<file path="src/rtl/muldiv_unit.sv">
// Iterative RV32M multiply/divide unit.
// Accepts one operation per start handshake. Multiplies use radix-2
// shift-add over signed-magnitude operands. Divides use radix-2 restoring
// shift-subtract. The sign fix-up is applied as the result is registered.
//
// Ports:
//   clk, rst      clock, synchronous active-high reset
//   start         request a new operation (sampled only while idle)
//   funct3        RV32M operation select (MUL..REMU)
//   op_a, op_b    rs1 / rs2 operand values
//   kill          abort the in-flight operation
//   busy          unit is occupied (state != IDLE)
//   done          one-cycle result-valid pulse
//   result        last completed result, held until the next done
//
// state | meaning
// IDLE  | waiting for start
// CALC  | one radix-2 iteration per cycle, count runs XLEN down to 1
// DONE  | done/result presented for one cycle
module muldiv_unit #(
  parameter int XLEN = 32
) (
  input  logic            clk,
  input  logic            rst,
  input  logic            start,
  input  logic [2:0]      funct3,
  input  logic [XLEN-1:0] op_a,
  input  logic [XLEN-1:0] op_b,
  input  logic            kill,
  output logic            busy,
  output logic            done,
  output logic [XLEN-1:0] result
);

  localparam int CW = $clog2(XLEN + 1);

  typedef enum logic [1:0] {IDLE, CALC, DONE} state_t;

  state_t          state;
  logic [CW-1:0]   count;
  logic [2:0]      f3_q;
  logic            neg_a;
  logic            neg_b;
  logic [XLEN-1:0] opnd;
  // Shared datapath register: {product high, multiplier} for multiplies,
  // {partial remainder, dividend/quotient} for divides.
  logic [2*XLEN-1:0] acc;

  logic            sgn_a_in;
  logic            sgn_b_in;
  logic            neg_a_in;
  logic            neg_b_in;
  logic [XLEN-1:0] mag_a_in;
  logic [XLEN-1:0] mag_b_in;
  logic            div_by_zero;

  always_comb begin
    sgn_a_in    = (funct3 == 3'b001) || (funct3 == 3'b010) ||
                  (funct3 == 3'b100) || (funct3 == 3'b110);
    sgn_b_in    = (funct3 == 3'b001) || (funct3 == 3'b100) || (funct3 == 3'b110);
    neg_a_in    = sgn_a_in & op_a[XLEN-1];
    neg_b_in    = sgn_b_in & op_b[XLEN-1];
    mag_a_in    = neg_a_in ? -op_a : op_a;
    mag_b_in    = neg_b_in ? -op_b : op_b;
    div_by_zero = funct3[2] && (op_b == '0);
  end

  logic [XLEN:0]     mul_sum;
  logic [XLEN:0]     div_shift;
  logic [XLEN:0]     div_diff;
  logic [2*XLEN-1:0] acc_next;
  logic [2*XLEN-1:0] prod;
  logic [XLEN-1:0]   quo;
  logic [XLEN-1:0]   rem;
  logic [XLEN-1:0]   res_fix;

  always_comb begin
    mul_sum   = {1'b0, acc[2*XLEN-1:XLEN]} + (acc[0] ? {1'b0, opnd} : '0);
    div_shift = {acc[2*XLEN-1:XLEN], acc[XLEN-1]};
    div_diff  = div_shift - {1'b0, opnd};
    acc_next  = {mul_sum, acc[XLEN-1:1]};
    if (f3_q[2]) begin
      // Restoring step: keep the shifted remainder when the trial subtract borrows.
      if (div_diff[XLEN])
        acc_next = {div_shift[XLEN-1:0], acc[XLEN-2:0], 1'b0};
      else
        acc_next = {div_diff[XLEN-1:0], acc[XLEN-2:0], 1'b1};
    end
    // Divisor is never zero here; zero divisors bypass CALC entirely.
    prod = (neg_a ^ neg_b) ? -acc_next : acc_next;
    quo  = (neg_a ^ neg_b) ? -acc_next[XLEN-1:0] : acc_next[XLEN-1:0];
    rem  = neg_a ? -acc_next[2*XLEN-1:XLEN] : acc_next[2*XLEN-1:XLEN];
    case (f3_q)
      3'b000:                 res_fix = prod[XLEN-1:0];
      3'b001, 3'b010, 3'b011: res_fix = prod[2*XLEN-1:XLEN];
      3'b100, 3'b101:         res_fix = quo;
      default:                res_fix = rem;
    endcase
  end

  assign busy = (state != IDLE);

  always_ff @(posedge clk) begin
    if (rst) begin
      state  <= IDLE;
      count  <= '0;
      f3_q   <= '0;
      neg_a  <= 1'b0;
      neg_b  <= 1'b0;
      opnd   <= '0;
      acc    <= '0;
      done   <= 1'b0;
      result <= '0;
    end else begin
      case (state)
        IDLE: begin
          done <= 1'b0;
          if (start) begin
            f3_q  <= funct3;
            neg_a <= neg_a_in;
            neg_b <= neg_b_in;
            opnd  <= mag_b_in;
            acc   <= {{XLEN{1'b0}}, mag_a_in};
            if (div_by_zero) begin
              // Quotient is all ones; remainder is the untouched dividend.
              state  <= DONE;
              count  <= '0;
              done   <= 1'b1;
              result <= funct3[1] ? op_a : '1;
            end else begin
              state <= CALC;
              count <= CW'(XLEN);
            end
          end
        end
        CALC: begin
          if (kill) begin
            state <= IDLE;
            count <= '0;
          end else begin
            acc   <= acc_next;
            count <= count - 1'b1;
            if (count == CW'(1)) begin
              state  <= DONE;
              done   <= 1'b1;
              result <= res_fix;
            end
          end
        end
        DONE: begin
          done  <= 1'b0;
          state <= IDLE;
        end
        default: begin
          done  <= 1'b0;
          state <= IDLE;
        end
      endcase
    end
  end

endmodule

</file>
<file path="config.mk">
export PLATFORM = sky130hd
export DESIGN_NAME = muldiv_unit
export DESIGN_NICKNAME = d
export VERILOG_FILES = /design/src/rtl/muldiv_unit.sv
export SDC_FILE = /design/constraint.sdc
export NUM_CORES = 1
export LEC_CHECK = 0
export ABC_AREA = 0
export BUFFER_PORTS_ARGS = -buffer_cell sky130_fd_sc_hd__buf_2
export CORE_ASPECT_RATIO = 1.25
export CORE_MARGIN = 2
export CORE_UTILIZATION = 45
export DETAILED_ROUTE_END_ITERATION = 10
export PLACE_DENSITY_LB_ADDON = 0.3
export SLEW_MARGIN = 20
export SYNTH_ARGS = -nofsm -noshare
export SYNTH_HDL_FRONTEND = slang
export SYNTH_SLANG_ARGS = --single-unit
</file>
<file path="constraint.sdc">
create_clock -name clk -period 8.3 [get_ports clk]
set_clock_uncertainty 0.1 [all_clocks]
set_input_delay 1.66 -clock clk [delete_from_list [all_inputs] [get_ports clk]]
set_output_delay 1.66 -clock clk [all_outputs]
set_load 0.05 [all_outputs]
</file>
==> results.sh, run 1 <==
export IMPL_run_status="completed"
export IMPL_critical_path_startpoint_type="flop"
export IMPL_fin_hold_ws_ns=0.3588
export IMPL_max_cap_viols=0
export IMPL_synth_fp_nets=2256
export IMPL_fin_crit_ns=6.810
export IMPL_grt_first_pass_wirelength_mm=88.87
export IMPL_worstSetupPathType="flop to flop"
export IMPL_cts_tree="done"
export IMPL_mappedNetlistArea_um2=14930
export IMPL_max_freq_mhz=146.8
export IMPL_number_of_placement_rows=74
export IMPL_boundaryPins=105
export IMPL_synth_ff_type="sky130_fd_sc_hd__dfxtp_1"
export IMPL_yosysSeqAreaShare_pct=19.04
export IMPL_dr_pass1_iters=6
export IMPL_grt_use_total_pct=32.29
export IMPL_portBuffers=104
export IMPL_clock_latency_ns=0.46
export IMPL_static_leakage_power_nw=6.424
export IMPL_die_width_um=166.9
export IMPL_grt_antenna_before_repair=0
export IMPL_cts_sinks=142
export IMPL_slew_limit_headroom_pct=23.80
export IMPL_synthDominantCellAreaShare_pct=19.04
export IMPL_synthDominantAreaCellType="sky130_fd_sc_hd__dfxtp_1"
export IMPL_drt_first_iter_violations=1520
export IMPL_core_area_um2=32680
export IMPL_worst_ep_required_time_ns=8.53
export IMPL_final_period_utilization_pct=82.05
export IMPL_setup_total_negative_slack_ns=0
export IMPL_synth_edf_count=0
export IMPL_report_final_setup_viol=0
export IMPL_hold_viol=0
export IMPL_ys_async_sr_fraction_pct=0
export IMPL_final_layout_size_suffix_gt1_share_pct=10.41
export IMPL_grt_remaining_overflow=0
export IMPL_fill_cells=3358
export IMPL_ff2ff_path_depth=23
export IMPL_synth_area_per_cell_um2=7.067
export IMPL_synthesized_instance_count=2113
export IMPL_ys_seq_elements=142
export IMPL_clk_pin_slew_worst_setup_hold_paths_ns=0.06
export IMPL_tritoncts_num_buffers=17
export IMPL_clock_tree_htree_level_count=4
export IMPL_gp_routability_congestion=0.9796
export IMPL_rsz0062_at_grt="false"
export IMPL_detailroute_via_count=16460
export IMPL_drv_slew=0
export IMPL_ys_top_cells_by_area="sky130_fd_sc_hd__dfxtp_1 19%, sky130_fd_sc_hd__nor2_1 7.0%, sky130_fd_sc_hd__a21oi_1 6.2%"
export IMPL_ctsHoldBuffers=0
export IMPL_setup_reg_to_reg_worst_slack_ns=1.49
export IMPL_cts_root_buffer="sky130_fd_sc_hd__clkbuf_16"
export IMPL_synth_warnings=0
export IMPL_synth_top_cells_by_count="279 x sky130_fd_sc_hd__nor2_1, 208 x sky130_fd_sc_hd__nand2_1, 185 x sky130_fd_sc_hd__a21oi_1, 142 x sky130_fd_sc_hd__dfxtp_1, 105 x sky130_fd_sc_hd__o21ai_0"
export IMPL_reg2reg_from="acc[31]"
export IMPL_vdd_ir_drop_max_uv=131.7
export IMPL_start_util_pct=45.69
export IMPL_route_antenna_remaining_nets=0
export IMPL_die_height_um=207.7
export IMPL_hold_depth=2
export IMPL_holdPathEnd="result[3]"
export IMPL_detailedPlacementHpwl_mm=43.54
export IMPL_timing_rr_end="result[30]"
export IMPL_max_slew_worst_pin_slew_ns=1.114
export IMPL_most_common_cell_in_the_netlist="sky130_fd_sc_hd__nor2_1"
export IMPL_drcViolationCount=0
export IMPL_antenna_cells=0
export IMPL_post_cts_resized=0
export IMPL_totalWireLength_mm=57.03
export IMPL_floorplan_die_area_um2=34660
export IMPL_crit_arrival_ns=7.04
export IMPL_numnets_final=2283
export IMPL_setup_worst_path_end_class="flop"
export IMPL_pwr_density_cell_nw_per_um2=153.7
export IMPL_area_delta_synth_final_pct=9.527
export IMPL_wire_per_inst_um=22.19
export IMPL_min_from="result[3]"
export IMPL_synth_cell_types=86
export IMPL_cp_max_fo=10
export IMPL_holdCritPathClass="flop to flop"
export IMPL_clock_tree_buffer_depth=2
export IMPL_via_count_of_the_first_global_routing_pass=15710
export IMPL_post_drt_via_cell_ratio=6.406
export IMPL_post_cts_setup_buffers=0
export IMPL_grt_max_degree=77
## power by group
| part | switching [mW] | total [mW] | internal [mW] |
|---|---|---|---|
| sequential | 0.0549 | 0.778 | 0.724 |
| clock | 0.325 | 0.809 | 0.484 |
| combinational | 0.608 | 0.926 | 0.318 |
| total | 0.987 | 2.51 | 1.53 |
## how the worst max path moves through the flow
stage                  from          to  cells after the start
floorplan           f3_q[2]  result[30]                     23
global placement    acc[31]  result[30]                     23
detailed placement  acc[31]  result[30]                     23
CTS                 acc[31]  result[30]                     23
global route        acc[31]  result[30]                     23
finish              acc[31]  result[30]                     23
## state kept, by name, indices dropped and copies added (netlist names)
register  cells
neg_a         1
done          1
opnd         32
neg_b         1
acc          64
state         2
count         6
result       32
f3_q          3
## cells in the final DEF, fill, tap and decap left out, types with 16 or more instances in the layout
cell,netlist,layout
sky130_fd_sc_hd__o221ai_1,19,19
sky130_fd_sc_hd__or3_1,30,30
sky130_fd_sc_hd__a211oi_1,77,75
sky130_fd_sc_hd__nand2_1,208,208
sky130_fd_sc_hd__nand3_1,33,33
sky130_fd_sc_hd__o21ai_0,105,105
sky130_fd_sc_hd__nor2b_1,19,18
sky130_fd_sc_hd__nand2b_1,22,22
sky130_fd_sc_hd__a21oi_1,185,185
sky130_fd_sc_hd__ha_1,70,70
sky130_fd_sc_hd__a21o_1,24,24
sky130_fd_sc_hd__xnor2_1,87,86
sky130_fd_sc_hd__a22oi_1,36,36
sky130_fd_sc_hd__buf_4,2,32
sky130_fd_sc_hd__and2_1,47,47
sky130_fd_sc_hd__xor2_1,96,95
sky130_fd_sc_hd__dfxtp_1,142,141
sky130_fd_sc_hd__inv_1,66,66
sky130_fd_sc_hd__o211ai_1,21,21
sky130_fd_sc_hd__nor3_1,56,56
sky130_fd_sc_hd__buf_2,14,103
sky130_fd_sc_hd__a31oi_1,26,26
sky130_fd_sc_hd__nand4_1,19,19
sky130_fd_sc_hd__mux2i_1,40,40
sky130_fd_sc_hd__o31ai_1,28,28
sky130_fd_sc_hd__and3_1,16,16
sky130_fd_sc_hd__nor2_1,279,277
sky130_fd_sc_hd__clkbuf_16,0,17
## routing by layer
metal	vias to the layer above	global-route usage [%]	part of all wire, %	wire length (µm)
li1	7770	-	-	-
met1	7815	38.72	40	22560
met2	695	53.43	47	26730
met3	184	3.832	6.1	3466
met4	0	23.01	7.5	4274
met5	-	0	0	0
## cell type report
type | instances | area [µm²] | area share [%]
multi-input combinational | 1778 | 11380 | 69.60
sequential | 142 | 2846 | 17.40
timing repair buffer | 135 | 755.7 | 4.621
tap | 418 | 523.0 | 3.198
clock buffer | 20 | 456.7 | 2.792
inverter | 66 | 247.7 | 1.515
clock inverter | 11 | 141.4 | 0.8645
## through the flow
| step | setup slack (ns) | std cells | total power, mW | utilization (%) | area, µm² |
|---|---|---|---|---|---|
| finish | 1.490 | 2570 | 2.513 | 50.04 | 16350 |
| global route | 0.9331 | 2570 | 2.633 | 50.04 | 16350 |
| CTS | 1.546 | 2570 | 2.503 | 50.02 | 16350 |
| detailed placement | 1.575 | 2539 | 1.692 | 48.19 | 15750 |
| global placement | 1.835 | 2539 | 1.685 | 48.19 | 15750 |
| floorplan | 2.212 | 2113 | 1.423 | - | 14930 |
## worst max-delay path: stages (launching register included)
cell,delay (ns)
sky130_fd_sc_hd__dfxtp_1,0.36
sky130_fd_sc_hd__inv_1,0.10
sky130_fd_sc_hd__ha_1,0.16
sky130_fd_sc_hd__inv_1,0.05
sky130_fd_sc_hd__fa_1,0.43
sky130_fd_sc_hd__a211oi_1,0.31
sky130_fd_sc_hd__o211ai_1,0.23
sky130_fd_sc_hd__a211o_1,0.36
sky130_fd_sc_hd__and3_1,0.21
sky130_fd_sc_hd__o211ai_4,0.19
sky130_fd_sc_hd__nor2_1,0.20
sky130_fd_sc_hd__a21oi_1,0.28
sky130_fd_sc_hd__ha_1,0.23
sky130_fd_sc_hd__nand2_1,0.06
sky130_fd_sc_hd__or2_2,0.32
sky130_fd_sc_hd__nor4_1,0.69
sky130_fd_sc_hd__nor2b_1,0.27
sky130_fd_sc_hd__nor2b_1,0.26
sky130_fd_sc_hd__and2_1,0.40
sky130_fd_sc_hd__nand4_1,0.32
sky130_fd_sc_hd__o41ai_1,0.50
sky130_fd_sc_hd__xnor2_1,0.17
sky130_fd_sc_hd__a21oi_1,0.08
sky130_fd_sc_hd__a2111oi_0,0.37
## cells by family (layout without fill, tap and decap cells)
group           count (synthesis)  after routing  synth area share, %
mux                            51             51                3.511
xor+xnor                      183            183                10.73
flops                         142            142                19.04
compound gates                669            669                29.88
fa+ha+maj                      72             72                6.134
buf+inv                       193            232                5.070
simple gates                  803            803                25.63
(Power assumes the default switching activity.)
==> run 2: changes to the inputs <==
==> constraint.sdc (replaced) <==
create_clock -name clk -period 7 [get_ports clk]
set_clock_uncertainty 0.1 [all_clocks]
set_input_delay 1.4 -clock clk [delete_from_list [all_inputs] [get_ports clk]]
set_output_delay 1.4 -clock clk [all_outputs]
set_load 0.05 [all_outputs]
==> run 2 against run 1 <==
Against the previous run:
- clock power grew 35%
- global-route usage decreased by 0.99 points
- utilization grew 0.39 points
- register-to-register slack worse by 0.80 ns
- setup slack worse by 0.80 ns
- first-iteration DRC count increased by 2.6%
- wire length fell by 1.5%
- critical path depth increased by 1
- sequential power grew 19%
- combinational power grew 19%
- final area grew 0.78%
==> results.sh, run 2 (synthesis results as in run 1) <==
export IMPL_pre_cts_ws_ns=0.7892
export IMPL_crit_arrival_ns=6.55
export IMPL_drt_first_iter_violations=1560
export IMPL_clock_tree_buffer_depth=2
export IMPL_numnets_final=2290
export IMPL_hold_viol=0
export IMPL_max_freq_mhz=158.4
export IMPL_start_util_pct=45.69
export IMPL_cts_root_buffer="sky130_fd_sc_hd__clkbuf_16"
export IMPL_run_status="completed"
export IMPL_drcViolationCount=0
export IMPL_grt_antenna_before_repair=0
export IMPL_fin_crit_ns=6.312
export IMPL_totalPowerFinal_mw=3.104
export IMPL_max_cap_viols=0
export IMPL_totalWireLength_mm=56.18
export IMPL_mostFrequentLayoutCell="sky130_fd_sc_hd__nor2_1"
export IMPL_setup_total_negative_slack_ns=0
export IMPL_worstSetupPathType="flop to flop"
export IMPL_path_cells="inv_1 > ha_1 > inv_1 > fa_1 > a211oi_1 > o211ai_1 > a211o_1 > and3_1 > o211ai_4 > nor2_1 > a21oi_1 > ha_1 > nand2_1 > or2_2 > nor4_1 > buf_4 > nor2b_1 > nor2b_1 > and2_1 > nand4_1 > o41ai_1 > xnor2_1 > a21oi_1 > a2111oi_0"
export IMPL_gp_routability_congestion=0.9642
export IMPL_hold_depth=2
export IMPL_clock_latency_ns=0.45
export IMPL_rsz0062_at_grt="false"
export IMPL_clock_power_share_pct=35.0
export IMPL_cp_slowest_stage_delay_ns=0.51
export IMPL_cp_max_fo=10
export IMPL_grt_max_degree=81
export IMPL_tritoncts_num_buffers=17
export IMPL_worst_path_buf_inv=3
export IMPL_final_cells=2578
export IMPL_largest_reg_flops=64
export IMPL_ctsHoldBuffers=0
export IMPL_reg2reg_from="acc[31]"
export IMPL_portBuffers=104
export IMPL_worst_ep_required_time_ns=7.23
export IMPL_floorplan_die_area_um2=34660
export IMPL_reg_top3="acc (64), opnd (32), result (32)"
export IMPL_static_leakage_power_nw=6.497
export IMPL_max_slew_worst_pin_slew_ns=1.251
export IMPL_holdPathEnd="result[11]"
export IMPL_detailroute_via_count=16550
export IMPL_setup_worst_path_end_class="flop"
export IMPL_switching_share_pct=38.12
export IMPL_post_cts_setup_buffers=0
export IMPL_die_height_um=207.7
export IMPL_route_antenna_remaining_nets=0
export IMPL_pwr_density_cell_nw_per_um2=188.3
export IMPL_slowest_stage="sky130_fd_sc_hd__o41ai_1"
export IMPL_largest_register="acc"
export IMPL_post_cts_resized=0
export IMPL_clock_tree_htree_level_count=4
export IMPL_grt_remaining_overflow=0
export IMPL_drv_slew=0
export IMPL_ff2ff_path_depth=24
export IMPL_final_period_utilization_pct=90.17
export IMPL_critPathTopFamily="compound AO/OA/AOI/OAI gates"
export IMPL_cts_tree="done"
export IMPL_final_layout_size_suffix_gt1_share_pct=10.65
export IMPL_core_area_um2=32680
export IMPL_setup_reg_to_reg_worst_slack_ns=0.69
export IMPL_wire_per_inst_um=21.79
export IMPL_layout_common_cells="277 x sky130_fd_sc_hd__nor2_1, 208 x sky130_fd_sc_hd__nand2_1, 185 x sky130_fd_sc_hd__a21oi_1, 141 x sky130_fd_sc_hd__dfxtp_1, 105 x sky130_fd_sc_hd__o21ai_0"
export IMPL_via_count_of_the_first_global_routing_pass=15690
export IMPL_dp_cells=2546
export IMPL_internal_power_mw=1.921
export IMPL_total_switching_power_mw=1.183
export IMPL_vdd_ir_drop_max_uv=149.3
export IMPL_fill_cells=3312
export IMPL_detailedPlacementHpwl_mm=43.44
export IMPL_post_route_worst_setup_slack_ns=0.6884
export IMPL_boundaryPins=105
export IMPL_area_delta_synth_final_pct=10.38
export IMPL_power_combinational_fraction_pct=35.3
export IMPL_clk_pin_slew_worst_setup_hold_paths_ns=0.06
export IMPL_dr_pass1_iters=5
export IMPL_report_final_setup_viol=0
export IMPL_cts_sinks=142
export IMPL_grt_use_total_pct=31.31
export IMPL_antenna_cells=0
export IMPL_number_of_placement_rows=74
export IMPL_die_width_um=166.9
export IMPL_slew_limit_headroom_pct=14.44
export IMPL_post_drt_via_cell_ratio=6.419
export IMPL_min_from="result[11]"
export IMPL_grt_first_pass_wirelength_mm=86.60
export IMPL_timing_rr_end="result[30]"
export IMPL_power_sequential_fraction_pct=29.7
export IMPL_holdCritPathClass="flop to flop"
export IMPL_critical_path_startpoint_type="flop"
run 2: power groups by stage:
stage | Combinational (mW) | Clock (mW) | Sequential [mW]
floorplan | 0.769 | 0 | 0.918
global placement | 1.06 | 0 | 0.937
detailed placement | 1.07 | 0 | 0.939
CTS | 1.07 | 1.09 | 0.921
global route | 1.19 | 1.12 | 0.928
finish | 1.10 | 1.09 | 0.922
run 2: routing by layer:
metal	GRT usage, %	vias to the layer above	routed length, µm
li1	-	7785	-
met1	36.28	7874	21860
met5	0	-	0
met4	22.65	0	4456
met3	3.489	195	3202
met2	53.30	694	26660
run 2: worst min-delay path: stages, from the launching register on:
cell                      delay, ns
sky130_fd_sc_hd__dfxtp_1       0.31
sky130_fd_sc_hd__nand2_1       0.05
sky130_fd_sc_hd__a21oi_1       0.06
run 2: worst max-delay path by stage:
stage | start | to | slack (ns) | depth (start not counted)
6_report | acc[31] | result[30] | 0.69 | 24
5_1_grt | acc[31] | result[30] | 0.16 | 24
4_1_cts | acc[31] | result[30] | 0.74 | 24
3_5_place_dp | acc[31] | result[30] | 0.79 | 24
3_3_place_gp | acc[31] | result[30] | 0.87 | 24
2_1_floorplan | f3_q[2] | result[30] | 0.91 | 23
run 2: per-stage QoR:
step	utilization, %	cell area (µm²)	hold WS, ns
after floorplan	-	14930	0.3403
after global placement	48.35	15800	0.3393
after detailed placement	48.35	15800	0.3465
after CTS	50.43	16480	0.3637
after global routing	50.43	16480	0.3974
final	50.43	16480	0.3627
run 2: final cells by class:
cell class | instances | area, µm² | area share, %
Tap cell | 418 | 523.0 | 3.173
Inverter | 66 | 247.7 | 1.503
Timing Repair Buffer | 142 | 808.3 | 4.904
Multi-Input combinational cell | 1778 | 11380 | 69.03
Clock buffer | 20 | 446.7 | 2.710
Clock inverter | 12 | 231.5 | 1.404
Sequential cell | 142 | 2846 | 17.27
